**config.mk**
```make
export PLATFORM = sky130hd
export DESIGN_NAME = tlb_op_ctrl
export DESIGN_NICKNAME = d
export VERILOG_FILES = /design/src/rtl/tlb_op_ctrl.sv
export SDC_FILE = /design/constraint.sdc
export NUM_CORES = 1
export LEC_CHECK = 0
export ABC_AREA = 1
export CORE_MARGIN = 3
export CORE_UTILIZATION = 30
export CTS_BUF_LIST = sky130_fd_sc_hd__clkbuf_4 sky130_fd_sc_hd__clkbuf_8
export CTS_CLUSTER_DIAMETER = 50
export DETAILED_ROUTE_END_ITERATION = 6
export DONT_BUFFER_PORTS = 1
export GPL_ROUTABILITY_DRIVEN = 0
export SLEW_MARGIN = 25
export SYNTH_ARGS = -nofsm -noshare
export SYNTH_HDL_FRONTEND = slang
export SYNTH_SLANG_ARGS = --single-unit
```
**constraint.sdc**
```tcl
create_clock -name clk -period 1.5 [get_ports clk]
set_clock_uncertainty 0.05 [all_clocks]
set_input_delay 0.3 -clock clk [delete_from_list [all_inputs] [get_ports clk]]
set_output_delay 0.3 -clock clk [all_outputs]
set_load 0.005 [all_outputs]
```
**src/rtl/tlb_op_ctrl.sv**
```systemverilog
// tlb_op_ctrl: sequences TLB maintenance instructions (TLBSRCH, TLBRD, TLBWR, TLBFILL,
// INVTLB) onto the ports of the tlb block and owns the fill-index policy. Search port 1
// is shared with the load/store path; TLBSRCH/INVTLB borrow it for their EXEC cycle.
//
// Build option: define TLB_FILL_LFSR_EN to pick fill entries from an 8-bit LFSR instead
// of the default round-robin counter.
//
// Ports:
//   clk, reset                      clock, synchronous active-high reset
//   op_valid/op_ready/op_code       instruction handshake and opcode
//   inv_op/inv_asid/inv_vppn        INVTLB operands
//   csr_asid/csr_vppn/csr_index/csr_ne  CSR operands (ASID, TLBEHI, TLBIDX)
//   mem_vppn/mem_asid/mem_req       load/store lookup request on port 1
//   mem_stall                       port 1 borrowed this cycle
//   s1_vppn/s1_asid, s1_found/s1_index  tlb search port 1
//   r_index, r_e                    tlb read port
//   we/w_index/w_e                  tlb write port
//   invtlb_valid/invtlb_op          tlb invalidate port
//   done/op_err                     completion pulse and INE flag
//   res_found/res_index/res_ne      held TLBSRCH / TLBRD results
module tlb_op_ctrl #(
   parameter int unsigned TLBNUM = 16,
   localparam int unsigned IW = $clog2(TLBNUM)
) (
   input  logic          clk,
   input  logic          reset,
   input  logic          op_valid,
   output logic          op_ready,
   input  logic [2:0]    op_code,
   input  logic [4:0]    inv_op,
   input  logic [9:0]    inv_asid,
   input  logic [18:0]   inv_vppn,
   input  logic [9:0]    csr_asid,
   input  logic [18:0]   csr_vppn,
   input  logic [IW-1:0] csr_index,
   input  logic          csr_ne,
   input  logic [18:0]   mem_vppn,
   input  logic [9:0]    mem_asid,
   input  logic          mem_req,
   output logic          mem_stall,
   output logic [18:0]   s1_vppn,
   output logic [9:0]    s1_asid,
   input  logic          s1_found,
   input  logic [IW-1:0] s1_index,
   output logic [IW-1:0] r_index,
   input  logic          r_e,
   output logic          we,
   output logic [IW-1:0] w_index,
   output logic          w_e,
   output logic          invtlb_valid,
   output logic [4:0]    invtlb_op,
   output logic          done,
   output logic          op_err,
   output logic          res_found,
   output logic [IW-1:0] res_index,
   output logic          res_ne
);

   localparam logic [2:0] OpSrch = 3'd0;
   localparam logic [2:0] OpRd   = 3'd1;
   localparam logic [2:0] OpWr   = 3'd2;
   localparam logic [2:0] OpFill = 3'd3;
   localparam logic [2:0] OpInv  = 3'd4;

   typedef enum logic [1:0] {StIdle, StExec, StDone} state_e;

   state_e        state_q;
   logic [2:0]    op_q;
   logic          err_q;
   logic [4:0]    inv_op_q;
   logic [9:0]    inv_asid_q;
   logic [18:0]   inv_vppn_q;
   logic [9:0]    csr_asid_q;
   logic [18:0]   csr_vppn_q;
   logic [IW-1:0] csr_index_q;
   logic          csr_ne_q;
   logic          res_found_q;
   logic [IW-1:0] res_index_q;
   logic          res_ne_q;
   logic [IW-1:0] fill_idx;

   logic exec, is_srch, is_rd, is_wr, is_fill, inv_ok, port_take;

   // Strobes are gated with reset so an aborted op never touches the TLB.
   assign exec      = (state_q == StExec) && !reset;
   assign is_srch   = (op_q == OpSrch);
   assign is_rd     = (op_q == OpRd);
   assign is_wr     = (op_q == OpWr);
   assign is_fill   = (op_q == OpFill);
   assign inv_ok    = (op_q == OpInv) && !err_q;
   assign port_take = exec && (is_srch || inv_ok);

   always_ff @(posedge clk) begin
      if (reset) begin
         state_q     <= StIdle;
         op_q        <= OpSrch;
         err_q       <= 1'b0;
         inv_op_q    <= '0;
         inv_asid_q  <= '0;
         inv_vppn_q  <= '0;
         csr_asid_q  <= '0;
         csr_vppn_q  <= '0;
         csr_index_q <= '0;
         csr_ne_q    <= 1'b0;
         res_found_q <= 1'b0;
         res_index_q <= '0;
         res_ne_q    <= 1'b0;
      end else begin
         unique case (state_q)
            StIdle: begin
               if (op_valid) begin
                  state_q     <= StExec;
                  op_q        <= op_code;
                  err_q       <= (op_code > OpInv) || ((op_code == OpInv) && (inv_op > 5'd6));
                  inv_op_q    <= inv_op;
                  inv_asid_q  <= inv_asid;
                  inv_vppn_q  <= inv_vppn;
                  csr_asid_q  <= csr_asid;
                  csr_vppn_q  <= csr_vppn;
                  csr_index_q <= csr_index;
                  csr_ne_q    <= csr_ne;
               end
            end
            StExec: begin
               state_q <= StDone;
               // tlb lookups are combinational, so results are captured at the end of EXEC.
               if (is_srch) begin
                  res_found_q <= s1_found;
                  res_index_q <= s1_index;
               end
               if (is_rd) res_ne_q <= ~r_e;
            end
            StDone:  state_q <= StIdle;
            default: state_q <= StIdle;
         endcase
      end
   end

`ifdef TLB_FILL_LFSR_EN
   // Fibonacci LFSR, taps 8,6,5,4; free-running for pseudo-random replacement.
   logic [7:0] lfsr_q;
   always_ff @(posedge clk) begin
      if (reset) lfsr_q <= 8'h01;
      else       lfsr_q <= {lfsr_q[6:0], lfsr_q[7] ^ lfsr_q[5] ^ lfsr_q[4] ^ lfsr_q[3]};
   end
   assign fill_idx = lfsr_q[IW-1:0];
`else
   // Round-robin; power-of-two TLBNUM makes the natural overflow the wrap.
   logic [IW-1:0] fill_q;
   always_ff @(posedge clk) begin
      if (reset)                fill_q <= '0;
      else if (exec && is_fill) fill_q <= fill_q + 1'b1;
   end
   assign fill_idx = fill_q;
`endif

   always_comb begin
      op_ready     = (state_q == StIdle) && !reset;
      done         = (state_q == StDone) && !reset;
      op_err       = done && err_q;
      we           = exec && (is_wr || is_fill);
      w_index      = '0;
      if (exec && is_fill)    w_index = fill_idx;
      else if (exec && is_wr) w_index = csr_index_q;
      w_e          = we ? ~csr_ne_q : 1'b0;
      r_index      = (exec && is_rd) ? csr_index_q : '0;
      invtlb_valid = exec && inv_ok;
      invtlb_op    = invtlb_valid ? inv_op_q : 5'd0;
      mem_stall    = mem_req && port_take;
      s1_vppn      = mem_vppn;
      s1_asid      = mem_asid;
      if (port_take && is_srch) begin
         s1_vppn = csr_vppn_q;
         s1_asid = csr_asid_q;
      end else if (port_take) begin
         s1_vppn = inv_vppn_q;
         s1_asid = inv_asid_q;
      end
      res_found    = res_found_q;
      res_index    = res_index_q;
      res_ne       = res_ne_q;
   end

endmodule

```
### After elaboration in Yosys (flattened, before gate mapping)

Cells that the tools add are included.

* register bits: 84
* output and inout port bits: 55

* bitwise gates (word level): 2
* equal/unequal tests: 8
* $add $sub $neg: 1
* reductions and logical operators: 24
* mux-type cells: 11
* magnitude comparators: 2

Operators by type and width (count)
* two-way mux 19 bit: 2
* two-way mux 10 bit: 2
* logical AND 1 bit: 14
* two-way mux 4 bit: 3
* equality test 3 x 2 -> 1 bit, second input constant: 2
* equality test 3 bit, second input constant: 2
* AND reduction 2 bit: 3
* greater-than comparator 5 x 3 -> 1 bit, second input constant: 1
* two-way mux 5 bit: 1
* adder 4 x 1 -> 4 bit, second input constant: 1
* case mux 2 bit (2 select lines): 1
* equality test 3 x 1 -> 1 bit, second input constant: 1
* greater-than comparator 3 bit, second input constant: 1
* zero test 3 bit: 1
* logical OR 1 bit: 3
* equality test 2 x 1 -> 1 bit, second input constant: 1
* equality test 2 bit, second input constant: 1
* zero test 1 bit: 2
* zero test 2 bit: 1
* two-way mux 2 bit: 1
* inequality test 2 bit, second input constant: 1
* NOT 1 bit: 2
* two-way mux 1 bit: 1

### Longest topological paths before layout

* word-level depth: 6
* mapped depth: 8

### Least setup slack after synthesis

Ideal clock, no wire load.

* kind: input to output
* start: input reset
* end: output s1_vppn[0]
* slack: 0.017 ns
* buffers on the path: 3
* cell stages on the path: 8
* data required time: 1.150 ns
* arrival time: 1.133 ns
* cell sequence: buf_6 clkinv_2 nand3_2 nor2_2 buf_4 buf_6 nand2_1 nand2_1

* cells in the longest elaborated chain, start to end: 5

Ends and longest elaborated chain
* start: declaration: RTL line 26 `input logic reset,`
* zero test 1 bit *: RTL line 85 `assign exec = (state_q == StExec) && !reset;`
* logical AND 1 bit *: RTL line 85
* logical AND 1 bit *: RTL line 91 `assign port_take = exec && (is_srch || inv_ok);`
* two-way mux 19 bit / logical AND 1 bit (equally long branches): RTL line 175, 172
* two-way mux 19 bit *: RTL line 172 `if (port_take && is_srch) begin`
* end: declaration: RTL line 41 `output logic [18:0] s1_vppn,`

Every way passes the cells marked *; elsewhere a longest branch is shown, timed or not.

### Worst setup path in the final report

* start: register op_q[1]
* end: output s1_vppn[9]

* cells in the longest elaborated chain, start to end: 6

Ends and longest elaborated chain
* start: declaration: RTL line 68 `logic [2:0] op_q;`
* start signal: assignment: RTL line 96 `op_q <= OpSrch;`
* start signal: assignment: RTL line 113 `op_q <= op_code;`
* equality test 3 bit: RTL line 90 `assign inv_ok = (op_q == OpInv) && !err_q;`
* logical AND 1 bit: RTL line 90
* logical OR 1 bit: RTL line 91
* logical AND 1 bit: RTL line 91
* two-way mux 19 bit / logical AND 1 bit (equally long branches): RTL line 175, 172
* two-way mux 19 bit *: RTL line 172

Marked as above.

==> results.json <==
{
  "outcome": "complete, but fails checks",
  "violations": "negative setup slack",
  "grt_max_degree": 80,
  "cts_tree": "built",
  "worstSkewPairLatency_ns": 0.37,
  "avgViaCountPerCell": 4.91,
  "grt_pass1_wl_um": 19300,
  "irDropWorstVdd_mv": 0.525,
  "postSynth.asyncResetShare": 0,
  "grt_pass1_vias": 3880,
  "numCtsBuffers": 9,
  "pin_count": 165,
  "overflow": 0,
  "report.final.slew_viol_count": 0,
  "syn_nets": 724,
  "drc_errors": 0,
  "yosys_warnings": 0,
  "cp_common_cell": "nand2_1",
  "syn_avg_cell_area_um2": 6.61,
  "max_stage_delay_ns": 0.33,
  "wirelength_um": 12500,
  "clkSlewWorstSetupHoldPaths_ns": 0.09,
  "final_hold_viol_count": 0,
  "dp_hpwl_um": 8500,
  "die_area_um2": 14900,
  "final_area_um2": 5170,
  "synth-main-ff-cell": "dfxtp_1",
  "final_nets": 747,
  "worst_pin_slew_ns": 0.301,
  "cp_slowest_cell": "dfxtp_1",
  "setup_viol": 47,
  "fp-row-count": 41,
  "drv_cap": 0,
  "synthesis.instances": 613,
  "crit_fanout": 9,
  "seq_area_frac_synth": 0.415,
  "num_vias": 3991,
  "fmax_ghz": 0.518,
  "rr_worst_depth": 6,
  "cts_root_buffer": "clkbuf_8",
  "grt_usage": 0.165,
  "n_antenna_cell": 0,
  "start_util": 0.314,
  "rsz0062_at_grt": "true",
  "crit_chain": "inv_2, nand2_2, nor2_4, buf_12, nand2_8, clkbuf_16, nand2_1, nand3_1, nand2_1",
  "r2r-end": "inv_vppn_q[17]$_SDFFE_PP0P_",
  "fp.dieW_um": 122,
  "synth_seq_cells": 84,
  "synthToLayoutAreaGrowth_pct": 27.6,
  "p_per_area_nw_per_um2": 962,
  "grt_antenna_before_repair": 0,
  "r2r_start": "state_q[0]$_SDFFE_PP0P_",
  "fillerInstances": 1366,
  "worstSetupPathType": "reg2out",
  "coreArea_um2": 12900,
  "fp.dieH_um": 122,
  "layout_min_cycle_time_ns": 1.93,
  "crit_end": "s1_vppn[9]",
  "synth_cell_type_count": 26,
  "clkSinkCount": 84,
  "required_ns": 1.15,
  "netlist_area_um2": 4050,
  "critPathArrivalTime_ns": 1.58,
  "drt_iter0_drc": 168,
  "critPathLaunchType": "register",
  "placed_area_um2": 4380,
  "leakagePower_uw": 0.00227,
  "wire_per_inst_um": 15.4,
  "fin_crit_sh": 1.29,
  "io_buffers": 0,
  "r2r_setup_slack_ns": 0.09,
  "report.power.total_uw": 4970,
  "drive_above_1_share": 0.209,
  "slew_headroom": 0.799,
  "htree_num_levels": 3,
  "drt_pass1_iterations": 5,
  "ant_nets": 0,
  "timing.final.ws_setup_ns": -0.429,
  "synth_edf_count": 0,
  "timing.setup.tns_ns": -16.80,
  "hold_class": "in2reg",
  "setup.worst_path.start": "op_q[1]$_SDFFE_PP0P_",
  "cts_buffer_depth": 2,
  "whs_path_depth": 2,
  "end_kind": "output port"
}
layer usage:
metal	GRT usage	up-vias	wire (um)
met5	0	-	0
met4	0.0665	0	176
met3	0.0406	14	872
met2	0.278	147	6030
met1	0.202	1851	5430
li1	-	1979	-
state kept, by name, summed over array words and instances (netlist names):
| name | cells |
|---|---|
| fill_idx | 4 |
| csr_index_q | 4 |
| state_q | 2 |
| csr_asid_q | 10 |
| op_q | 3 |
| res_index | 4 |
| res_found | 1 |
| inv_op_q | 5 |
| csr_ne_q | 1 |
| inv_asid_q | 10 |
| inv_vppn_q | 19 |
| err_q | 1 |
| res_ne | 1 |
| csr_vppn_q | 19 |
worst min-delay path by stage:
stage	from	end	slack, ns
after floorplan	inv_asid_q[7]$_SDFFE_PP0P_	inv_asid_q[7]$_SDFFE_PP0P_	0.38
after global placement	reset	fill_idx[2]$_SDFFE_PP0P_	0.32
after detailed placement	reset	err_q$_SDFFE_PP0P_	0.33
after CTS	csr_vppn[0]	csr_vppn_q[0]$_SDFFE_PP0P_	0.002
after global routing	csr_asid[9]	csr_asid_q[9]$_SDFFE_PP0P_	0.009
final	csr_vppn[12]	csr_vppn_q[12]$_SDFFE_PP0P_	0.03
power by group:
group | switching, uW | leakage [uW] | internal (uW)
Clock | 855 | 0.0000983 | 811
Sequential | 72.9 | 0.000697 | 2410
Combinational | 507 | 0.00148 | 321
worst max-delay path, delay by kind of cell (launching register included):
family / cells / cell delay [ns]
DFF: 1 / 0.33
buffers and inverters: 3 / 0.40
and+or+nand+nor: 6 / 0.48
through the flow:
stage	hold slack, ns	utilization	cells	setup slack [ns]
final	0.0320	0.400	813	-0.429
after global routing	0.00869	0.400	813	-0.543
after CTS	0.00230	0.385	811	-0.428
after detailed placement	0.325	0.339	780	-0.128
after global placement	0.323	0.339	780	-0.131
after floorplan	0.380	-	613	0.0166
cells in the final DEF, fill, tap and decap left out, drive strengths merged, types with 2 or more instances in the layout:
master	netlist	routed
inv	83	82
nand2	114	114
nand3	67	67
o21ai	78	78
dlygate4sd3	0	7
buf	29	42
nor3	3	3
clkbuf	10	11
clkinv	1	4
a21oi	45	45
o22ai	2	2
dfxtp	84	84
nor2	93	93
clkinvlp	0	3
synthesized netlist by cell type (5+ instances only):
cell	instances	area, um2
buf_2	14	70.1
clkbuf_1	9	33.8
buf_4	10	75.1
o21ai_0	75	375
nand2_1	112	420
nand3_1	66	330
dfxtp_1	84	1680
nor2_1	90	338
inv_1	81	304
a21oi_1	45	225
buf_6	5	56.3
cell families after synthesis:
family / Yosys count / synth area share
buffers and inverters: 123 / 0.137
adder cells (fa/ha/maj): 1 / 0.00309
AND/OR/NAND/NOR: 279 / 0.288
AO/OA/AOI/OAI: 126 / 0.157
flip-flops: 84 / 0.415
cell type report:
| class | instances | area, um2 | area share |
|---|---|---|---|
| Clock buffer | 10 | 138 | 0.0266 |
| Clock inverter | 6 | 63.8 | 0.0123 |
| Inverter | 84 | 320 | 0.0619 |
| Multi-Input combinational cell | 406 | 2130 | 0.412 |
| Sequential cell | 84 | 1690 | 0.327 |
| Tap cell | 172 | 215 | 0.0416 |
| Timing Repair Buffer | 51 | 613 | 0.119 |
what timing repair did:
action / CTS / global route
cloned: 1 / 1
gates resized for setup: 65 / 55
hold endpoints to repair: 10 / 0
hold buffers: 7 / 0
endpoints found under the setup margin: 49 / 93
pin swaps: 10 / 10
setup buffers: 9 / 2
Note: power is estimated with default switching activity, not from simulation.
